### src/rtl/companion_pkg.sv
`default_nettype none
// ============================================================================
// Module  : companion_pkg
// Brief   : Shared constants and enums for the companion action controller.
// Rev     : 1.0
// ============================================================================
package companion_pkg;

    localparam logic [31:0] STAT_MAX = 32'd10;

    typedef enum logic [1:0] {
        IDLE     = 2'd0,
        FIRE     = 2'd1,
        COOLDOWN = 2'd2
    } state_t;

    typedef enum logic [1:0] {
        NONE  = 2'd0,
        FEED  = 2'd1,
        PLAY  = 2'd2,
        CLEAN = 2'd3
    } action_t;

endpackage
`default_nettype wire

### src/rtl/button_debouncer.sv
`default_nettype none
// ============================================================================
// Module  : button_debouncer
// Brief   : 2-flop synchronizer followed by a stable-for-N-cycles debouncer.
// Rev     : 1.0
// ============================================================================
module button_debouncer #(
    parameter int DEBOUNCE_CYCLES = 1_250_000
) (
    input  wire  clk,
    input  wire  rst,
    input  wire  raw,
    output logic level
);
    localparam int            CW   = (DEBOUNCE_CYCLES > 1) ? $clog2(DEBOUNCE_CYCLES) : 1;
    localparam logic [CW-1:0] LAST = CW'(DEBOUNCE_CYCLES - 1);

    logic          sync1;
    logic          sync2;
    logic [CW-1:0] cnt;

    // Counter tracks consecutive disagreeing cycles; any agreeing cycle restarts it.
    always_ff @(posedge clk) begin
        if (rst) begin
            sync1 <= 1'b0;
            sync2 <= 1'b0;
            level <= 1'b0;
            cnt   <= '0;
        end else begin
            sync1 <= raw;
            sync2 <= sync1;
            if (sync2 != level) begin
                if (cnt == LAST) begin
                    level <= sync2;
                    cnt   <= '0;
                end else begin
                    cnt <= cnt + CW'(1);
                end
            end else begin
                cnt <= '0;
            end
        end
    end
endmodule
`default_nettype wire

### src/rtl/companion_action_ctrl.sv
`default_nettype none
// ============================================================================
// Module  : companion_action_ctrl
// Brief   : Debounced buttons -> arbitrated, stat-gated action pulses with cooldown.
// Rev     : 1.0
// ============================================================================
module companion_action_ctrl
    import companion_pkg::*;
#(
    parameter int CLOCK_FREQ      = 125_000_000,
    parameter int DEBOUNCE_CYCLES = 1_250_000,
    parameter int COOLDOWN_CYCLES = 5 * CLOCK_FREQ
) (
    input  wire         clk,
    input  wire         rst,
    input  wire         btn_feed,
    input  wire         btn_play,
    input  wire         btn_clean,
    input  wire  [31:0] hunger,
    input  wire  [31:0] happiness,
    input  wire  [31:0] clean,
    input  wire  [31:0] health,
    output logic        feed,
    output logic        play,
    output logic        clean_up,
    output logic        busy,
    output logic        rejected
);
    localparam int             CDW     = (COOLDOWN_CYCLES > 1) ? $clog2(COOLDOWN_CYCLES) : 1;
    localparam logic [CDW-1:0] CD_LAST = CDW'(COOLDOWN_CYCLES - 1);

    logic           lvl_feed, lvl_play, lvl_clean;
    logic [2:0]     lvl_d;
    logic           req_feed, req_play, req_clean;
    logic           any_req, multi_req, target_full, accept, reject_nx;
    action_t        winner, action;
    state_t         state, state_nx;
    logic [CDW-1:0] cd_cnt;

    button_debouncer #(.DEBOUNCE_CYCLES(DEBOUNCE_CYCLES)) u_db_feed (
        .clk(clk), .rst(rst), .raw(btn_feed), .level(lvl_feed)
    );
    button_debouncer #(.DEBOUNCE_CYCLES(DEBOUNCE_CYCLES)) u_db_play (
        .clk(clk), .rst(rst), .raw(btn_play), .level(lvl_play)
    );
    button_debouncer #(.DEBOUNCE_CYCLES(DEBOUNCE_CYCLES)) u_db_clean (
        .clk(clk), .rst(rst), .raw(btn_clean), .level(lvl_clean)
    );

    assign req_feed  = lvl_feed  & ~lvl_d[0];
    assign req_play  = lvl_play  & ~lvl_d[1];
    assign req_clean = lvl_clean & ~lvl_d[2];

    // Fixed priority feed > clean_up > play; losers fold into one rejected pulse.
    always_comb begin
        winner      = NONE;
        target_full = 1'b0;
        if (req_feed) begin
            winner      = FEED;
            target_full = (hunger == STAT_MAX);
        end else if (req_clean) begin
            winner      = CLEAN;
            target_full = (clean == STAT_MAX);
        end else if (req_play) begin
            winner      = PLAY;
            target_full = (happiness == STAT_MAX);
        end
        any_req   = req_feed | req_play | req_clean;
        multi_req = (req_feed & req_play) | (req_feed & req_clean) | (req_play & req_clean);
        accept    = any_req && (state == IDLE) && (health != 32'd0) && !target_full;
        reject_nx = any_req && (!accept || multi_req);
    end

    always_ff @(posedge clk) begin
        if (rst) begin
            state    <= IDLE;
            action   <= NONE;
            cd_cnt   <= '0;
            rejected <= 1'b0;
            lvl_d    <= 3'b000;
        end else begin
            state    <= state_nx;
            rejected <= reject_nx;
            lvl_d    <= {lvl_clean, lvl_play, lvl_feed};
            if (accept) begin
                action <= winner;
            end
            // Cleared while in FIRE so it starts at zero on entry; saturates at the end.
            if (state == FIRE) begin
                cd_cnt <= '0;
            end else if (state == COOLDOWN && cd_cnt != CD_LAST) begin
                cd_cnt <= cd_cnt + CDW'(1);
            end
        end
    end

    always_comb begin
        state_nx = state;
        case (state)
            IDLE:     if (accept) state_nx = FIRE;
            FIRE:     state_nx = COOLDOWN;
            COOLDOWN: if (cd_cnt == CD_LAST) state_nx = IDLE;
            default:  state_nx = IDLE;
        endcase
    end

    always_comb begin
        feed     = (state == FIRE) && (action == FEED);
        play     = (state == FIRE) && (action == PLAY);
        clean_up = (state == FIRE) && (action == CLEAN);
        busy     = (state == FIRE) || (state == COOLDOWN);
    end
endmodule
`default_nettype wire
### config.mk
export PLATFORM = sky130hd
export DESIGN_NAME = companion_action_ctrl
export DESIGN_NICKNAME = d
export VERILOG_FILES = /design/src/rtl/companion_pkg.sv /design/src/rtl/button_debouncer.sv /design/src/rtl/companion_action_ctrl.sv
export SDC_FILE = /design/constraint.sdc
export NUM_CORES = 1
export LEC_CHECK = 0
export BUFFER_PORTS_ARGS = -buffer_cell sky130_fd_sc_hd__buf_2
export CORE_UTILIZATION = 45
export CTS_CLUSTER_SIZE = 30
export DETAILED_ROUTE_END_ITERATION = 10
export GPL_TIMING_DRIVEN = 0
export PLACE_DENSITY = 0.79
export SLEW_MARGIN = 20
export SYNTH_ARGS = -nofsm -noshare
export SYNTH_HDL_FRONTEND = slang
export SYNTH_HIERARCHICAL = 1
export SYNTH_SLANG_ARGS = --single-unit
### constraint.sdc
create_clock -name clk -period 4.05 [get_ports clk]
set_input_delay 0.6075 -clock clk [delete_from_list [all_inputs] [get_ports clk]]
set_output_delay 0.6075 -clock clk [all_outputs]
set_load 0.02 [all_outputs]
==> out/metrics.cfg, run 1 <==
[outcome]
run_status=complete, no violations

[route]
drtPass1Iterations=4
drt_iter0_markers=229
ant_nets=0
post_drt_wl_per_cell_um=13.52
drc=0
vias=4831
viasPerCell=5.326
routed_wl_um=12260

[clock_network]
cts.sinks=110
cts_setup_buffers=0
htree_levels=3
cts_hold_buf=0
root_buffer=clkbuf_16
clock_latency_ns=0.34
clockBufferDepth=2
post_cts_resize_count=0
clk_pin_slew_ns=0.07
cts_buffers=9
cts_tree=done

[synth]
synth_ff_type=dfxtp_1
syn_area_per_cell_um2=8.652
synth_cell_types=46
syn-cell-area_um2=5286
ys_async_sr_fraction_pct=0
ys_warn_count=6
yosys_register_bits=110
synth_edf_count=0
syn_nets=751
synthCells=611
yosysSeqAreaShare_pct=41.66

[timing]
period_minus_slack_ns=2.193
fmax_mhz=455.9
hold_viol_final=0
worst_slew_pin_slew_ns=0.6646
relSlewSlack_pct=55.32
skew_ns=0.006052
final-setup-viol-count=0
fin_tns_setup_ns=0
rsz0062_at_grt=no
slew_violations=0
min_period_over_period_pct=54.16

[place]
place_area_um2=6151
dp_hpwl_um=9260
gp_congestion=0.9330
dp_cells=891
port_buffers=137

[global_routing]
grt_pass1_wl_um=20510
grt_max_degree=18
gr-total-overflow=0
grt_usage_pct=21.60
antenna_found_initial=0
grt_pass1_vias=4402

[worst_setup_path]
cp_top_family=simple AND/OR/NAND/NOR gates
cp_data_required_time_ns=4.33
critPathKind=reg2reg
r2r_setup_slack_ns=1.86
path_cells=ha_1 > nand3_1 > or3_1 > clkbuf_1 > or4_1 > a21oi_1
critPathMaxFanout=7
r2r_start=u_db_play/cnt[0]
cp-start-kind=register
slowest_stage=or4_1
slowest_delay_ns=0.49
reg2regPathDepth=6
timing.rr.end=u_db_play/cnt[20]
end_kind=register
worstPathArrival_ns=2.47
worst-path-buf-inv=1

[cells_and_area]
area_delta_synth_final_pct=22.91
final_cells=907
fin_nets=899
drive_above_1_share_pct=23.04
final_area_um2=6497
nFillCells=1051
seq_area_um2=2202
multiInputGateArea_um2=2924
antenna_cells=0

[power_and_ir_drop]
ir_drop_uv=332.6
power.density_nw_per_um2=335.7
leakagePower_uw=0.002292

[min_path]
hold_end=u_db_clean/sync2
min_from=u_db_clean/sync1
min_path_cells=1
hold_path.class=reg2reg

[floorplan]
io_pins=138
start_util_pct=46.30
coreArea_um2=11420
die_w_um=110.4
rows=39
fp.dieArea_um2=12180
die_h_um=110.4

[flow_run]
max_cap_viol_count=0

## where the power goes
group	internal [µW]	leakage, µW	switching [µW]
sequential	1080	0.000887	2.08
clock	622	0.000170	377
combinational	54.3	0.00123	40.2
total	1760	0.00229	420
## stage by stage
step                      setup WS [ns]  hold WS (ns)  total power [µW]  util (%)
after floorplan                   2.109        0.4138              1133         -
after global placement            1.644        0.4199              1204     53.87
after detailed placement          1.590        0.4287              1205     53.87
after CTS                         1.864        0.4505              2205     56.90
after global routing              1.774        0.4700              2262     56.90
final                             1.857        0.4479              2181     56.90
## worst max path at each step
stage / start / end / slack [ns] / cells after the start
finish: u_db_play/cnt[0] / u_db_play/cnt[20] / 1.86 / 6
global route: u_db_clean/cnt[0] / u_db_clean/cnt[20] / 1.77 / 6
CTS: u_db_play/cnt[0] / u_db_play/cnt[20] / 1.86 / 6
detailed placement: hunger[0] / rejected / 1.59 / 6
global placement: hunger[12] / rejected / 1.64 / 5
floorplan: hunger[9] / state[1] / 2.11 / 5
## cells in the final DEF (no fill, tap or decap), drive strengths merged, types with 7 or more instances in the layout
cell      n
nor2     79
or4      19
clkbuf   18
buf     145
nand3    25
nand2    34
a21oi    30
o31ai    13
xor2     27
nor4     39
nor4b    11
xnor2    37
nand4    27
or3      26
nor2b    10
dfxtp   110
and3     10
o21ai    19
inv      26
and4     11
ha        7
nor3      9
## sequential cells by signal, indices dropped and copies added, names as in the netlist
name,count
action,2
u_db_clean/cnt,21
u_db_play/sync1,1
rejected,1
u_db_clean/sync1,1
u_db_play/level,1
cd_cnt,30
u_db_feed/sync1,1
lvl_d,3
u_db_feed/level,1
u_db_clean/level,1
u_db_play/sync2,1
u_db_feed/cnt,21
state,2
u_db_play/cnt,21
u_db_clean/sync2,1
u_db_feed/sync2,1
## cell usage after synthesis, drive strengths merged, types with 8 or more instances
| cell | count | area, µm² |
|---|---|---|
| and4 | 11 | 97.59 |
| nor2 | 79 | 296.5 |
| xor2 | 27 | 236.5 |
| nor3 | 9 | 45.04 |
| nor2b | 10 | 62.56 |
| a21oi | 30 | 150.1 |
| nand3 | 25 | 125.1 |
| o31ai | 13 | 97.59 |
| and3 | 10 | 67.56 |
| nand4 | 27 | 187.7 |
| buf | 8 | 40.04 |
| inv | 25 | 93.84 |
| xnor2 | 37 | 324.1 |
| nor4 | 39 | 250.2 |
| dfxtp | 110 | 2202 |
| or4 | 19 | 153.9 |
| o21ai | 19 | 95.09 |
| or3 | 26 | 162.7 |
| nor4b | 11 | 96.34 |
| nand2 | 34 | 127.6 |
## kinds of logic after synthesis
kind of cell,share of synthesized area [%]
AND/OR/NAND/NOR,34.25
adder cells (fa/ha/maj),1.846
XOR/XNOR,10.60
buffers and inverters,3.030
flip-flops,41.66
AO/OA/AOI/OAI,8.426
multiplexers,0.1894
## final cells by class
class                   instances  share of cell area, %
plain buffers                  15                  1.021
clock buffers                  11                  3.736
clock inverters                 5                  1.598
inverters                      25                  1.444
multi-input cells             461                  45.00
flip-flops and latches        110                  33.89
well taps                     143                  2.754
repair buffers                137                  10.55
## layer usage
metal	up-vias	track usage, %	wire length [µm]
li1	2521	-	-
met1	2225	29.88	6093
met2	81	34.16	5556
met3	4	5.467	566
met4	0	4.135	46
met5	-	0	0
Power figures use the tool's default switching activity.
==> run 2, diff against run 1 <==
Settings changed: PLACE_DENSITY 0.79 to 0.81.
Clock period 4.05 ns to 1.9 ns, I/O delays scaled along.
==> out/metrics.cfg, run 2 (same netlist as run 1, synthesis figures left out) <==
[floorplan]
fp.dieArea_um2=12180
die_h_um=110.4
rows=39
die_w_um=110.4
coreArea_um2=11420
io_pins=138
start_util_pct=46.30

[worst_setup_path]
end_kind=register
r2r_start=u_db_play/cnt[13]
timing.rr.end=u_db_play/cnt[20]
path_cells=or4_4 > or4_4 > o21ai_4 > buf_6 > a21oi_1
worst-path-buf-inv=1
critPathMaxFanout=5
worstPathArrival_ns=2.11
reg2regPathDepth=5
r2r_setup_slack_ns=-0.0005
slowest_stage=or4_4
critPathLaunch=u_db_play/cnt[13]
cp_top_family=simple AND/OR/NAND/NOR gates
critPathKind=reg2reg
cp_common_cell=or4_4
slowest_delay_ns=0.52
cp-start-kind=register
cp_data_required_time_ns=2.11

[route]
viasPerCell=5.528
drtPass1Iterations=4
routed_wl_um=13440
ant_nets=0
post_drt_wl_per_cell_um=14.68
drt_iter0_markers=232
vias=5064
drc=0

[outcome]
run_status=finished with violations
violations=setup timing

[timing]
min_period_over_period_pct=100.0
rsz0062_at_grt=yes
fmax_mhz=526.2
fin_tns_setup_ns=-0.0004996
hold_slack_ns=0.1461
final-setup-viol-count=1
relSlewSlack_pct=61.00
period_minus_slack_ns=1.900
skew_ns=0.004306
worst_slack_ns=-0.0004996
worst_slew_pin_slew_ns=0.5850
hold_viol_final=0
slew_violations=0

[cells_and_area]
nFillCells=978
final_common_cell=buf_2
antenna_cells=0
layout_common_cells=buf_2 (137), dfxtp_1 (88), nor2_1 (78)
final_util_pct=60.78
top_register=cd_cnt
multiInputGateArea_um2=3234
final_area_um2=6940
drive_above_1_share_pct=31.44
seq_area_um2=2230
fin_nets=909
area_delta_synth_final_pct=31.29
largest_reg_flops=30

[global_routing]
grt_pass1_vias=4724
grt_max_degree=17
gr-total-overflow=0
grt_pass1_wl_um=21390
antenna_found_initial=0
grt_usage_pct=22.24

[clock_network]
clock_latency_ns=0.34
htree_levels=3
clockBufferDepth=2
cts_hold_buf=0
cts_buffers=9
clk_pin_slew_ns=0.07
cts.sinks=110
root_buffer=clkbuf_16
cts_tree=done

[power_and_ir_drop]
ir_drop_uv=655.1
leakagePower_uw=0.002420
power.density_nw_per_um2=651.1

[place]
place_area_um2=6166
gp_congestion=0.8708
dp_hpwl_um=9125
port_buffers=137

[min_path]
min_from=btn_feed
min_path_cells=2
hold_path.class=in2reg
hold_end=u_db_feed/sync1

[flow_run]
max_cap_viol_count=0

==> run 2: changes by cell type in the layout (fill, tap and decap cells not counted), sizes merged <==
cell     delta
buf        +12
clkbuf      -2
bufinv      -1
inv         -1
o2111ai     +1
==> run 2: worst max path at each step <==
| stage | to | slack [ns] | cells after the start |
|---|---|---|---|
| 2_1_floorplan | u_db_clean/cnt[20] | 0.02 | 6 |
| 3_3_place_gp | state[1] | -0.19 | 7 |
| 3_5_place_dp | u_db_play/cnt[20] | -0.16 | 6 |
| 4_1_cts | u_db_play/cnt[4] | -0.007 | 5 |
| 5_1_grt | u_db_play/cnt[20] | -0.06 | 5 |
| 6_report | u_db_play/cnt[20] | -0.0005 | 5 |
==> run 2: what timing repair did <==
item,4_1_cts,5_1_grt
setup endpoints to repair,80,63
pin swaps,7,9
gates resized for setup,45,52
setup buffers,2,5
cloned,5,1
==> run 2: stage by stage <==
| step | instances | power, µW | worst slack, ns |
|---|---|---|---|
| floorplan | 611 | 2414 | 0.02163 |
| global placement | 891 | 2564 | -0.1915 |
| detailed placement | 891 | 2566 | -0.1624 |
| CTS | 910 | 4556 | -0.006859 |
| global route | 916 | 4681 | -0.05564 |
| finish | 916 | 4519 | -0.0004996 |
==> run 2: where the power goes <==
part | total (µW) | internal, µW | switching, µW
combinational | 214 | 126 | 88.5
sequential | 2320 | 2310 | 5.88
clock | 1990 | 1190 | 799
total | 4520 | 3630 | 894
==> run 2: cell type report <==
type | instances | share of cell area [%]
Timing Repair Buffer | 149 | 11.39
Clock buffer | 12 | 3.551
Sequential cell | 110 | 32.13
Buffer | 12 | 1.406
Multi-Input combinational cell | 462 | 46.60
Clock inverter | 3 | 0.9915
Tap cell | 143 | 2.578
Inverter | 25 | 1.352
==> run 2: per-layer routing <==
metal / GRT usage, % / wire (µm) / vias up
met2: 37.31 / 6467 / 105
met5: 0 / 0 / -
met3: 4.997 / 599 / 25
li1: - / - / 2552
met4: 6.109 / 298 / 0
met1: 28.66 / 6079 / 2382
==> run 3, diff against run 2 <==
Settings changed: PLACE_DENSITY 0.81 to 0.82, SYNTH_HIERARCHICAL 1 to not set.
==> out/metrics.cfg, run 3 <==
[clock_network]
clock_latency_ns=0.38
htree_levels=3
cts_buffers=9
root_buffer=clkbuf_8
clockBufferDepth=2
cts_tree=done
clk_pin_slew_ns=0.10
cts.sinks=110

[power_and_ir_drop]
power.switching_uw=905.4
leakagePower_uw=0.002354
p_clk_share_pct=34.1
power_frac_seq_pct=60.6
switching_share_pct=23.70
p_int_uw=2915
ir_drop_uv=538.3
power.density_nw_per_um2=593.7
combPwrFrac_pct=5.4

[cells_and_area]
final_common_cell=buf_2
area_delta_synth_final_pct=26.96
final_cells=892
final_area_um2=6435
final_util_pct=59.10
layout_common_cells=buf_2 (140), nor2_1 (111), dfxtp_1 (103)
top_register=cd_cnt
nFillCells=941
largest_reg_flops=30
drive_above_1_share_pct=28.93
fin_nets=885

[min_path]
min_from=btn_play
min_path_cells=2
hold_path.class=in2reg
hold_end=u_db_play.sync1

[route]
post_drt_wl_per_cell_um=14.12
drtPass1Iterations=5
drt_iter0_markers=254
viasPerCell=5.213
routed_wl_um=12600
drc=0
vias=4650
ant_nets=0

[timing]
final-setup-viol-count=0
min_period_over_period_pct=98.46
skew_ns=0.01341
slew_violations=0
fmax_mhz=534.6
relSlewSlack_pct=61.33
hold_slack_ns=0.1385
worst_slew_pin_slew_ns=0.5720
worst_slack_ns=0.02934
hold_viol_final=0
rsz0062_at_grt=yes
period_minus_slack_ns=1.871

[synth]
ys_warn_count=0
syn_area_per_cell_um2=8.635
synth_cell_types=39
yosysSeqAreaShare_pct=43.45
ys_async_sr_fraction_pct=0
synth.top_cell.area_share_pct=43.45
syn_nets=727
yosysTopAreaCell=dfxtp_1
yosys_register_bits=110
synth_edf_count=0
yosysMostFrequentCell=nor2_1
ys_top_cells_by_count=nor2_1 (111), dfxtp_1 (110), xnor2_1 (44)
synthTopCellsByArea=dfxtp_1 (43%), nor2_1 (8.2%), xnor2_1 (7.6%)
syn-cell-area_um2=5069
synth_ff_type=dfxtp_1
synthCells=587

[place]
dp_hpwl_um=9286
port_buffers=137
place_ws_ns=-0.2160
dp_cells=864
gp_congestion=0.7919
place_area_um2=5934

[floorplan]
io_pins=138
rows=38
fp.dieArea_um2=11690
coreArea_um2=10890
die_w_um=108.1
start_util_pct=46.55
die_h_um=108.1

[worst_setup_path]
timing.rr.end=u_db_feed.cnt[20]
worstPathArrival_ns=2.14
r2r_setup_slack_ns=0.03
cp-start-kind=register
r2r_start=u_db_feed.cnt[6]
reg2regPathDepth=7
critPathKind=reg2reg
end_kind=register
critPathMaxFanout=5
cp_data_required_time_ns=2.17

[outcome]
run_status=complete, no violations

[global_routing]
grt_usage_pct=20.69
grt_pass1_vias=4179
grt_pass1_wl_um=19090
grt_max_degree=20
antenna_found_initial=0
gr-total-overflow=0

[flow_run]
max_cap_viol_count=0

-- run 3: cell types whose count changed after synthesis, sizes merged, moves of 12 or more --
cell,previous run,this run
o31ai,13,1
inv,25,11
or4,19,3
or3,26,9
a21oi,30,9
nand3,25,42
nor2,79,112
-- run 3: power groups by stage --
stage / Clock (µW) / Combinational, µW / Sequential [µW]
after floorplan: 0 / 46.8 / 2370
after global placement: 0 / 198 / 2370
after detailed placement: 0 / 201 / 2370
after CTS: 1330 / 203 / 2320
after global routing: 1410 / 226 / 2320
final: 1300 / 206 / 2310
-- run 3: kinds of logic (layout without fill, tap and decap cells) --
| family | Yosys count | after routing | synth area share, % |
|---|---|---|---|
| other | 0 | 2 | 0 |
| xor gates and xnor gates | 82 | 82 | 14.17 |
| adders and majority gates | 7 | 7 | 1.728 |
| and+or+nand+nor | 336 | 336 | 35.08 |
| muxes | 5 | 5 | 0.9874 |
| AOI/OAI and AO/OA | 23 | 23 | 2.666 |
| DFF | 110 | 110 | 43.45 |
| buffers and inverters | 24 | 187 | 1.926 |
-- run 3: through the flow --
step	power [µW]	setup TNS, ns
final	3820	0
after global routing	3952	-0.09164
after CTS	3848	0
after detailed placement	2570	-2.353
after global placement	2567	-0.8531
after floorplan	2415	0
-- run 3: area by class of cell --
type	instances	area (µm²)	area share, %
diodes	2	5.005	0.07778
multi-input cells	453	2980	46.32
flip-flops and latches	110	2216	34.44
clock buffers	9	123.9	1.925
clock inverters	7	56.30	0.8750
repair buffers	147	760.7	11.82
well taps	140	175.2	2.722
plain buffers	13	76.32	1.186
inverters	11	41.29	0.6416
-- run 3: metal layers --
layer  routed length (µm)  GRT usage [%]  vias to the layer above
met5                    0              0                        -
met4                  111          3.620                        0
met3                  850          4.882                       15
met2                 5576          31.44                      101
met1                 6057          29.89                     2160
li1                     -              -                     2374
-- run 3: worst max path at each step --
stage | from | to | slack, ns | cells past startpoint
2_1_floorplan | u_db_feed.cnt[0] | u_db_feed.cnt[20] | 0.009 | 8
3_3_place_gp | hunger[0] | state[1] | -0.21 | 7
3_5_place_dp | hunger[0] | state[1] | -0.22 | 7
4_1_cts | u_db_feed.cnt[1] | u_db_feed.cnt[20] | 0.0006 | 8
5_1_grt | cd_cnt[7] | cd_cnt[5] | -0.03 | 7
6_report | u_db_feed.cnt[6] | u_db_feed.cnt[20] | 0.03 | 7
-- run 3: worst max-delay path: stages, from the launching register on --
cell and delay (ns):
dfxtp_1 0.39, nand2_1 0.18, or4_4 0.55, buf_6 0.15, nor3_4 0.20, nand3_2 0.09
xor2_1 0.17, nor2_2 0.04
-- run 3: what timing repair did --
| item | in CTS | in global routing |
|---|---|---|
| buffers inserted | 3 | 7 |
| setup endpoints to repair | 53 | 83 |
| hold buffers | 0 | 0 |
| pin swaps | 3 | 11 |
| resized for setup | 13 | 43 |
